### src/rtl/uart_cmd_ctrl.sv
// uart_cmd_ctrl
// Assembles 4-byte write frames (header, address, data, checksum) from the
// UART receiver handshake and turns each validated frame into one register
// write. Each frame outcome is reported as a cmd_ok or cmd_err pulse.
//
// Ports
//   clk, rst           clock (rising edge), asynchronous active-high reset
//   rx_data/valid/error  receiver byte, valid and error, held until rx_ack
//   rx_ack             one-cycle acknowledge to the receiver
//   wr_en/addr/data    register write request, completes when wr_ready high
//   wr_ready           register file accepts the write
//   cmd_ok, cmd_err    one-cycle frame outcome pulses
//   err_code           cause of last cmd_err: 00 checksum, 01 address range,
//                      10 timeout, 11 receiver error
//
// state  | meaning
// sHDR   | waiting for header byte, non-header bytes dropped
// sADDR  | waiting for address byte
// sDATA  | waiting for data byte
// sSUM   | waiting for checksum byte (addr XOR data)
// sWRITE | wr_en high until wr_ready, receiver not serviced

module uart_cmd_ctrl #(
   parameter int          C_CLK_FRQ        = 100000000,
   parameter int          C_TIMEOUT_CYCLES = 100000,
   parameter int          C_REG_NUM        = 8,
   parameter logic [7:0]  C_HEADER         = 8'hA5
) (
   input  logic       clk,
   input  logic       rst,
   input  logic [7:0] rx_data,
   input  logic       rx_valid,
   input  logic       rx_error,
   output logic       rx_ack,
   output logic       wr_en,
   output logic [7:0] wr_addr,
   output logic [7:0] wr_data,
   input  logic       wr_ready,
   output logic       cmd_ok,
   output logic       cmd_err,
   output logic [1:0] err_code
);

   localparam int CNT_W = $clog2(C_TIMEOUT_CYCLES);
   // The abort happens on the edge at which the count would reach
   // C_TIMEOUT_CYCLES-1, so the registered count never holds that value.
   localparam logic [CNT_W-1:0] TO_LAST = CNT_W'(C_TIMEOUT_CYCLES - 2);

   if (C_CLK_FRQ <= 0 || C_TIMEOUT_CYCLES < 3) begin : gBadParam
      $error("uart_cmd_ctrl: C_CLK_FRQ must be positive and C_TIMEOUT_CYCLES >= 3");
   end

   typedef enum logic [2:0] {sHDR, sADDR, sDATA, sSUM, sWRITE} stateType;

   stateType         state;
   logic             armed;
   logic [CNT_W-1:0] toCnt;

   logic rxEvent;
   logic accept;
   logic inFrame;
   logic timeoutHit;

   always_comb begin
      rxEvent    = rx_valid | rx_error;
      accept     = armed && rxEvent && (state != sWRITE);
      inFrame    = (state == sADDR) || (state == sDATA) || (state == sSUM);
      timeoutHit = inFrame && (toCnt == TO_LAST) && !accept;
   end

   always_ff @(posedge clk or posedge rst) begin
      if (rst) begin
         state    <= sHDR;
         armed    <= 1'b1;
         toCnt    <= '0;
         rx_ack   <= 1'b0;
         wr_en    <= 1'b0;
         wr_addr  <= 8'h00;
         wr_data  <= 8'h00;
         cmd_ok   <= 1'b0;
         cmd_err  <= 1'b0;
         err_code <= 2'b00;
      end else begin
         rx_ack  <= accept;
         cmd_ok  <= 1'b0;
         cmd_err <= 1'b0;

         // Re-arm only once the receiver has dropped valid/error, so a byte
         // still held high during its ack cycle is not consumed twice.
         if (!rxEvent) begin
            armed <= 1'b1;
         end else if (accept) begin
            armed <= 1'b0;
         end

         if (accept || !inFrame || timeoutHit) begin
            toCnt <= '0;
         end else begin
            toCnt <= toCnt + CNT_W'(1);
         end

         if (state == sWRITE) begin
            if (wr_ready) begin
               wr_en  <= 1'b0;
               cmd_ok <= 1'b1;
               state  <= sHDR;
            end
         end else if (accept) begin
            if (rx_error) begin
               cmd_err  <= 1'b1;
               err_code <= 2'b11;
               state    <= sHDR;
            end else begin
               case (state)
                  sHDR: begin
                     if (rx_data == C_HEADER) begin
                        state <= sADDR;
                     end
                  end
                  sADDR: begin
                     wr_addr <= rx_data;
                     state   <= sDATA;
                  end
                  sDATA: begin
                     wr_data <= rx_data;
                     state   <= sSUM;
                  end
                  sSUM: begin
                     if (rx_data != (wr_addr ^ wr_data)) begin
                        cmd_err  <= 1'b1;
                        err_code <= 2'b00;
                        state    <= sHDR;
                     end else if (int'(wr_addr) >= C_REG_NUM) begin
                        cmd_err  <= 1'b1;
                        err_code <= 2'b01;
                        state    <= sHDR;
                     end else begin
                        wr_en <= 1'b1;
                        state <= sWRITE;
                     end
                  end
                  default: state <= sHDR;
               endcase
            end
         end else if (timeoutHit) begin
            cmd_err  <= 1'b1;
            err_code <= 2'b10;
            state    <= sHDR;
         end
      end
   end

endmodule

### config.mk
export PLATFORM = sky130hd
export DESIGN_NAME = uart_cmd_ctrl
export DESIGN_NICKNAME = d
export VERILOG_FILES = /design/src/rtl/uart_cmd_ctrl.sv
export SDC_FILE = /design/constraint.sdc
export NUM_CORES = 1
export LEC_CHECK = 0
export ABC_AREA = 1
export CAP_MARGIN = 20
export CELL_PAD_IN_SITES_DETAIL_PLACEMENT = 0
export CELL_PAD_IN_SITES_GLOBAL_PLACEMENT = 1
export CORE_AREA = 2 2 81 83
export DETAILED_ROUTE_END_ITERATION = 16
export DIE_AREA = 0 0 83 85
export PLACE_DENSITY = 0.89
export SYNTH_ARGS = -nofsm -noshare
export SYNTH_HDL_FRONTEND = slang
export SYNTH_SLANG_ARGS = --single-unit
### constraint.sdc
create_clock -name clk -period 1.55 [get_ports clk]
set_input_delay 0.2325 -clock clk [delete_from_list [all_inputs] [get_ports clk]]
set_output_delay 0.2325 -clock clk [all_outputs]
set_load 0.02 [all_outputs]
# == Yosys cells after proc, flatten, opt, wreduce, memory -nomap -nowiden ==
# Cells that the tools add are included.
# totals
ff_bits,43
input_bits,13
out_inout_bits,22
# op_classes
add_sub_neg,1
order_cmp,1
eq_ne,16
n_mux,34
n_bitwise,4
n_reduce_logical,20
# op_table
cell,count
2-to-1 mux 3 bit,8
2-to-1 mux 1 bit,18
adder 17 x 1 -> 17 bit (second input constant),1
== test 17 bit (second input constant),1
2-to-1 mux 17 bit,1
2-to-1 mux 2 bit,6
case mux 3 bit (4 select lines),1
AND reduction 4 bit,3
== test 8 bit (second input constant),1
greater-or-equal comparator 8 x 4 -> 1 bit (second input constant),1
inequality test 8 bit,1
bitwise XOR 8 bit,1
== test 3 x 2 -> 1 bit (second input constant),2
inequality test 2 bit (second input constant),3
AND reduction 6 bit,1
nonzero test 2 bit,3
inequality test 5 bit (second input constant),1
logical AND 1 bit,4
logical OR 1 bit,4
inequality test 2 x 1 -> 1 bit (second input constant),2
inequality test 4 x 2 -> 1 bit (second input constant),1
== test 3 x 1 -> 1 bit (second input constant),1
== test 3 bit (second input constant),1
logical NOT 3 bit,1
7 further kinds,9

# == Depth between registers and ports, before layout ==
# logic_depth
word_depth,8
depth_mapped,11
ltp_nobuf,11

# == Worst setup path before layout ==
# OpenSTA, ideal clock, no wires.
# synth_timing
path_kind,register to register
start,reg toCnt[0]
end,reg toCnt[12]
setup_time_ns,0.077
arrival_ns,1.357
required_ns,1.473
setup_slack_ns,0.115
path_stages_with_launch,10
path_buffers,0
period_less_slack_ns,1.435
path_cell_list,dfrtp_1 ha_1 nand2_1 nor2_2 nand2_2 nor3_2 nand2_1 nor2_1 o21ai_1 a21oi_1
# synth_between
elab_chain_len,5
word_cells_on_any_way,6
cone_classes,add/sub (1); eq/ne (1); mux (1); reduce/logical (3)
# synth_lines
item,line,source
start: declaration,57,logic [CNT_W-1:0] toCnt;
start signal: assignment,99,toCnt <= toCnt + CNT_W'(1);
branches (longest 4 deep; another with adder 17 x 1 -> 17 bit),-,
2-to-1 mux 17 bit (*),96,if (accept || !inFrame || timeoutHit) begin
# Mark *: on every way between the ends.
# A chain may end at the register's enable or synchronous reset.

# == Final worst setup path ==
# layout_timing
start,reg toCnt[0]
end,reg toCnt[13]
# Same word-level chain as after synthesis.

==> metrics.txt <==
IR Drop Worst-Case VDD=0.697 mV; RSZ-0062 raised after global routing=true; routed wire length=around 5200 um; Layout Nets=approximately 390; Post-Layout Inst Area=around 3200 um^2; setup TNS=-0.0503 ns; MaxCap Viol Count=0; Synth async-reset ratio=1.00; Critical Path Start Type=flop; sequential fraction of the synthesis area=0.453; Worst path slowest cell=dfrtp_1; YS warnings=0; clock slew at reported path FFs=0.08 ns; Worst-Skew Late Latency=roughly 0.3 ns; Setup Viol. Count Final=1; TritonCTS buffer count=5; clk buf depth=2; Cell variety after synth=29; number of global-route vias before repair=1996; std cell rows=29; Slew Limit Fails=0; All-Layer GR Usage=0.156; die height=85 um; Setup Crit Path Kind=reg -> reg; predominant post-synthesis flop cell=dfrtp_1; FF+latch count, synth=43; Worst Path Buf+Inv=2; post-DR wirelength/cell=about 12 um; CP max FO=4; final count of hold timing violations=0; ANT nets after route=0; Sequential Power Share=0.448; initial drt markers=75; clock root buffer master=clkbuf_8; vias per inst=4.68; Synth area leader=dfrtp_1; Initial Utilization=0.383; syn avg cell area=7.95 um^2; Final min period=1.60 ns; Finished Layout Cells=449; largest net degree at the start of global routing=21; initial antenna violation count=0; CP Cell Sequence=buf_4 -> buf_6 -> nand3_2 -> nor2_4 -> nand4_1 -> nor2_2 -> nand2_1 -> o21ai_1 -> nor2_1; Die ar.=7060 um^2; cells after synthesis=299; DP Area=3040 um^2; Routability Congestion=between 0.8 and 0.9; Syn Std Cell Area=2380 um^2; failing checks=setup timing; Area Overhead vs Synth=36.5%; Final period util=1.03; WP data required=1.74 ns; CTS tree=yes; CP delay by family, top=simple AND/OR/NAND/NOR gates; Internal=around 0.0020 W; layout cell share with drive strength beyond 1=0.255; switching part of the total=0.351; Slew @ Worst Pin=0.582 ns; Psw=0.00110 W; number of remaining DRC errors=0; Core Region=6200 um^2; maximum clock frequency=~0.62 GHz; status=finished, violations left; # IOs=35; final worst setup slack=-0.0503 ns; leakage power=1.62 nW; hpwl dp=3990 um; Clock Power Share=0.220; ANT cells=0; clock sinks=43; Layout Skew=0.0106 ns; PortBufs=34; Pre-antenna DRT Iters=4; Slew HR=0.610; combinational share of power=0.332; Pwr per Cell Area=964 nW/um^2; syn_nets=314; Crit. End Element=flop; Die X-Extent=83 um; post-synth top area share=0.442; CP arrival=1.79 ns; Critical Path Max Stage Delay=0.40 ns; type of the most critical hold path=in -> async; EDFF count, synth=0; placed insts=436; gr ovfl total=0; first-pass GRT wire length=8970 um; Setup WS pre-CTS=-0.189 ns; Vias=around 2100; Hold Buf Count CTS=0; H-tree Lvls=2; synth top area cells=dfrtp_1 (44%), nand2_1 (15%), inv_1 (6.3%), o21ai_2 (6.3%), nor2_1 (3.8%)
cell usage after synthesis (2+ instances only):
| master | instances |
|---|---|
| nand2_1 | 94 |
| dfrtp_1 | 42 |
| inv_1 | 40 |
| nor2_1 | 24 |
| o21ai_2 | 17 |
| nand3_1 | 15 |
| nand2_2 | 7 |
| a21oi_1 | 6 |
| nand4_1 | 6 |
| nor3_1 | 5 |
| o21ai_0 | 5 |
| nand3b_1 | 4 |
| nor4_1 | 4 |
| o21ai_1 | 4 |
| nor2_2 | 3 |
| xor2_1 | 3 |
| a31oi_1 | 2 |
| buf_6 | 2 |
| ha_1 | 2 |
| inv_2 | 2 |
| nand3_2 | 2 |
| nand4_4 | 2 |
| nor2_4 | 2 |
registers in the layout (all words and copies together) (netlist names), 2 cells and up:
| name | flops |
|---|---|
| wr_data | 8 |
| state | 3 |
| toCnt | 17 |
| err_code | 2 |
| wr_addr | 8 |
repair_timing:
item / in CTS / in global routing
pin swaps: 0 / 6
endpoints found under the setup margin: 17 / 18
buffers inserted: 1 / 4
gates resized for setup: 18 / 27
cell type report:
class                           count  area [um^2]
Multi-Input combinational cell    211         1200
Fill cell                         583         2960
Timing Repair Buffer               68          631
Clock buffer                        8         80.1
Inverter                           42          163
Tap cell                           77         96.3
Sequential cell                    43         1080
per-stage QoR:
stage          power [W]  hold slack, ns   util
2_1_floorplan    0.00204           0.374      -
3_3_place_gp     0.00248           0.467  0.490
3_5_place_dp     0.00250           0.470  0.490
4_1_cts          0.00314           0.234  0.504
5_1_grt          0.00334           0.258  0.523
6_report         0.00313           0.226  0.523
layout by cell type (no fill, tap or decap), types with 4 or more instances in the layout:
cell / instances
nand2_2: 9
clkbuf_8: 5
dlygate4sd2_1: 14
nand4_1: 6
inv_1: 39
o21ai_2: 17
a21oi_1: 5
nand2_1: 92
clkdlybuf4s50_1: 17
nand3_1: 12
nor2_1: 18
nor2_2: 7
nor2_4: 4
nand3_2: 4
buf_4: 29
o21ai_1: 7
dfrtp_1: 42
nand3b_1: 4
logic make-up after synthesis:
kind of cell / after synthesis / synth area share
AND/OR/NAND/NOR: 171 / 0.344
buffers and inverters: 45 / 0.0779
flip-flops: 43 / 0.453
AO/OA/AOI/OAI: 34 / 0.0995
XOR/XNOR: 4 / 0.0147
adder cells (fa/ha/maj): 2 / 0.0105
power groups by stage:
stage	sequential, W	combinational, W	clock [W]
after floorplan	0.00155	0.000489	0
after global placement	0.00143	0.00106	0
after detailed placement	0.00143	0.00107	0
after CTS	0.00141	0.00102	0.000721
after global routing	0.00143	0.00115	0.000761
final	0.00140	0.00104	0.000687
worst paths after layout:
check / startpoint / end / slack (ns) / cells after the start
max reg2reg: toCnt[0] / toCnt[13] / -0.05 / 9
min: rst / toCnt[5] / 0.23 / 2
max: toCnt[0] / toCnt[13] / -0.05 / 9
max in group asynchronous: rst / cmd_err / 0.87 / 3
min in group clk: wr_en / wr_en / 0.49 / 2
min reg2reg: wr_en / wr_en / 0.49 / 2
metal layers:
metal	GRT usage	routed length (um)	vias to the layer above
met5	0	0	-
met4	0.0447	62	0
met1	0.179	2290	975
met2	0.291	2690	24
met3	0.0370	163	7
li1	-	-	1096
(Power assumes the default switching activity.)
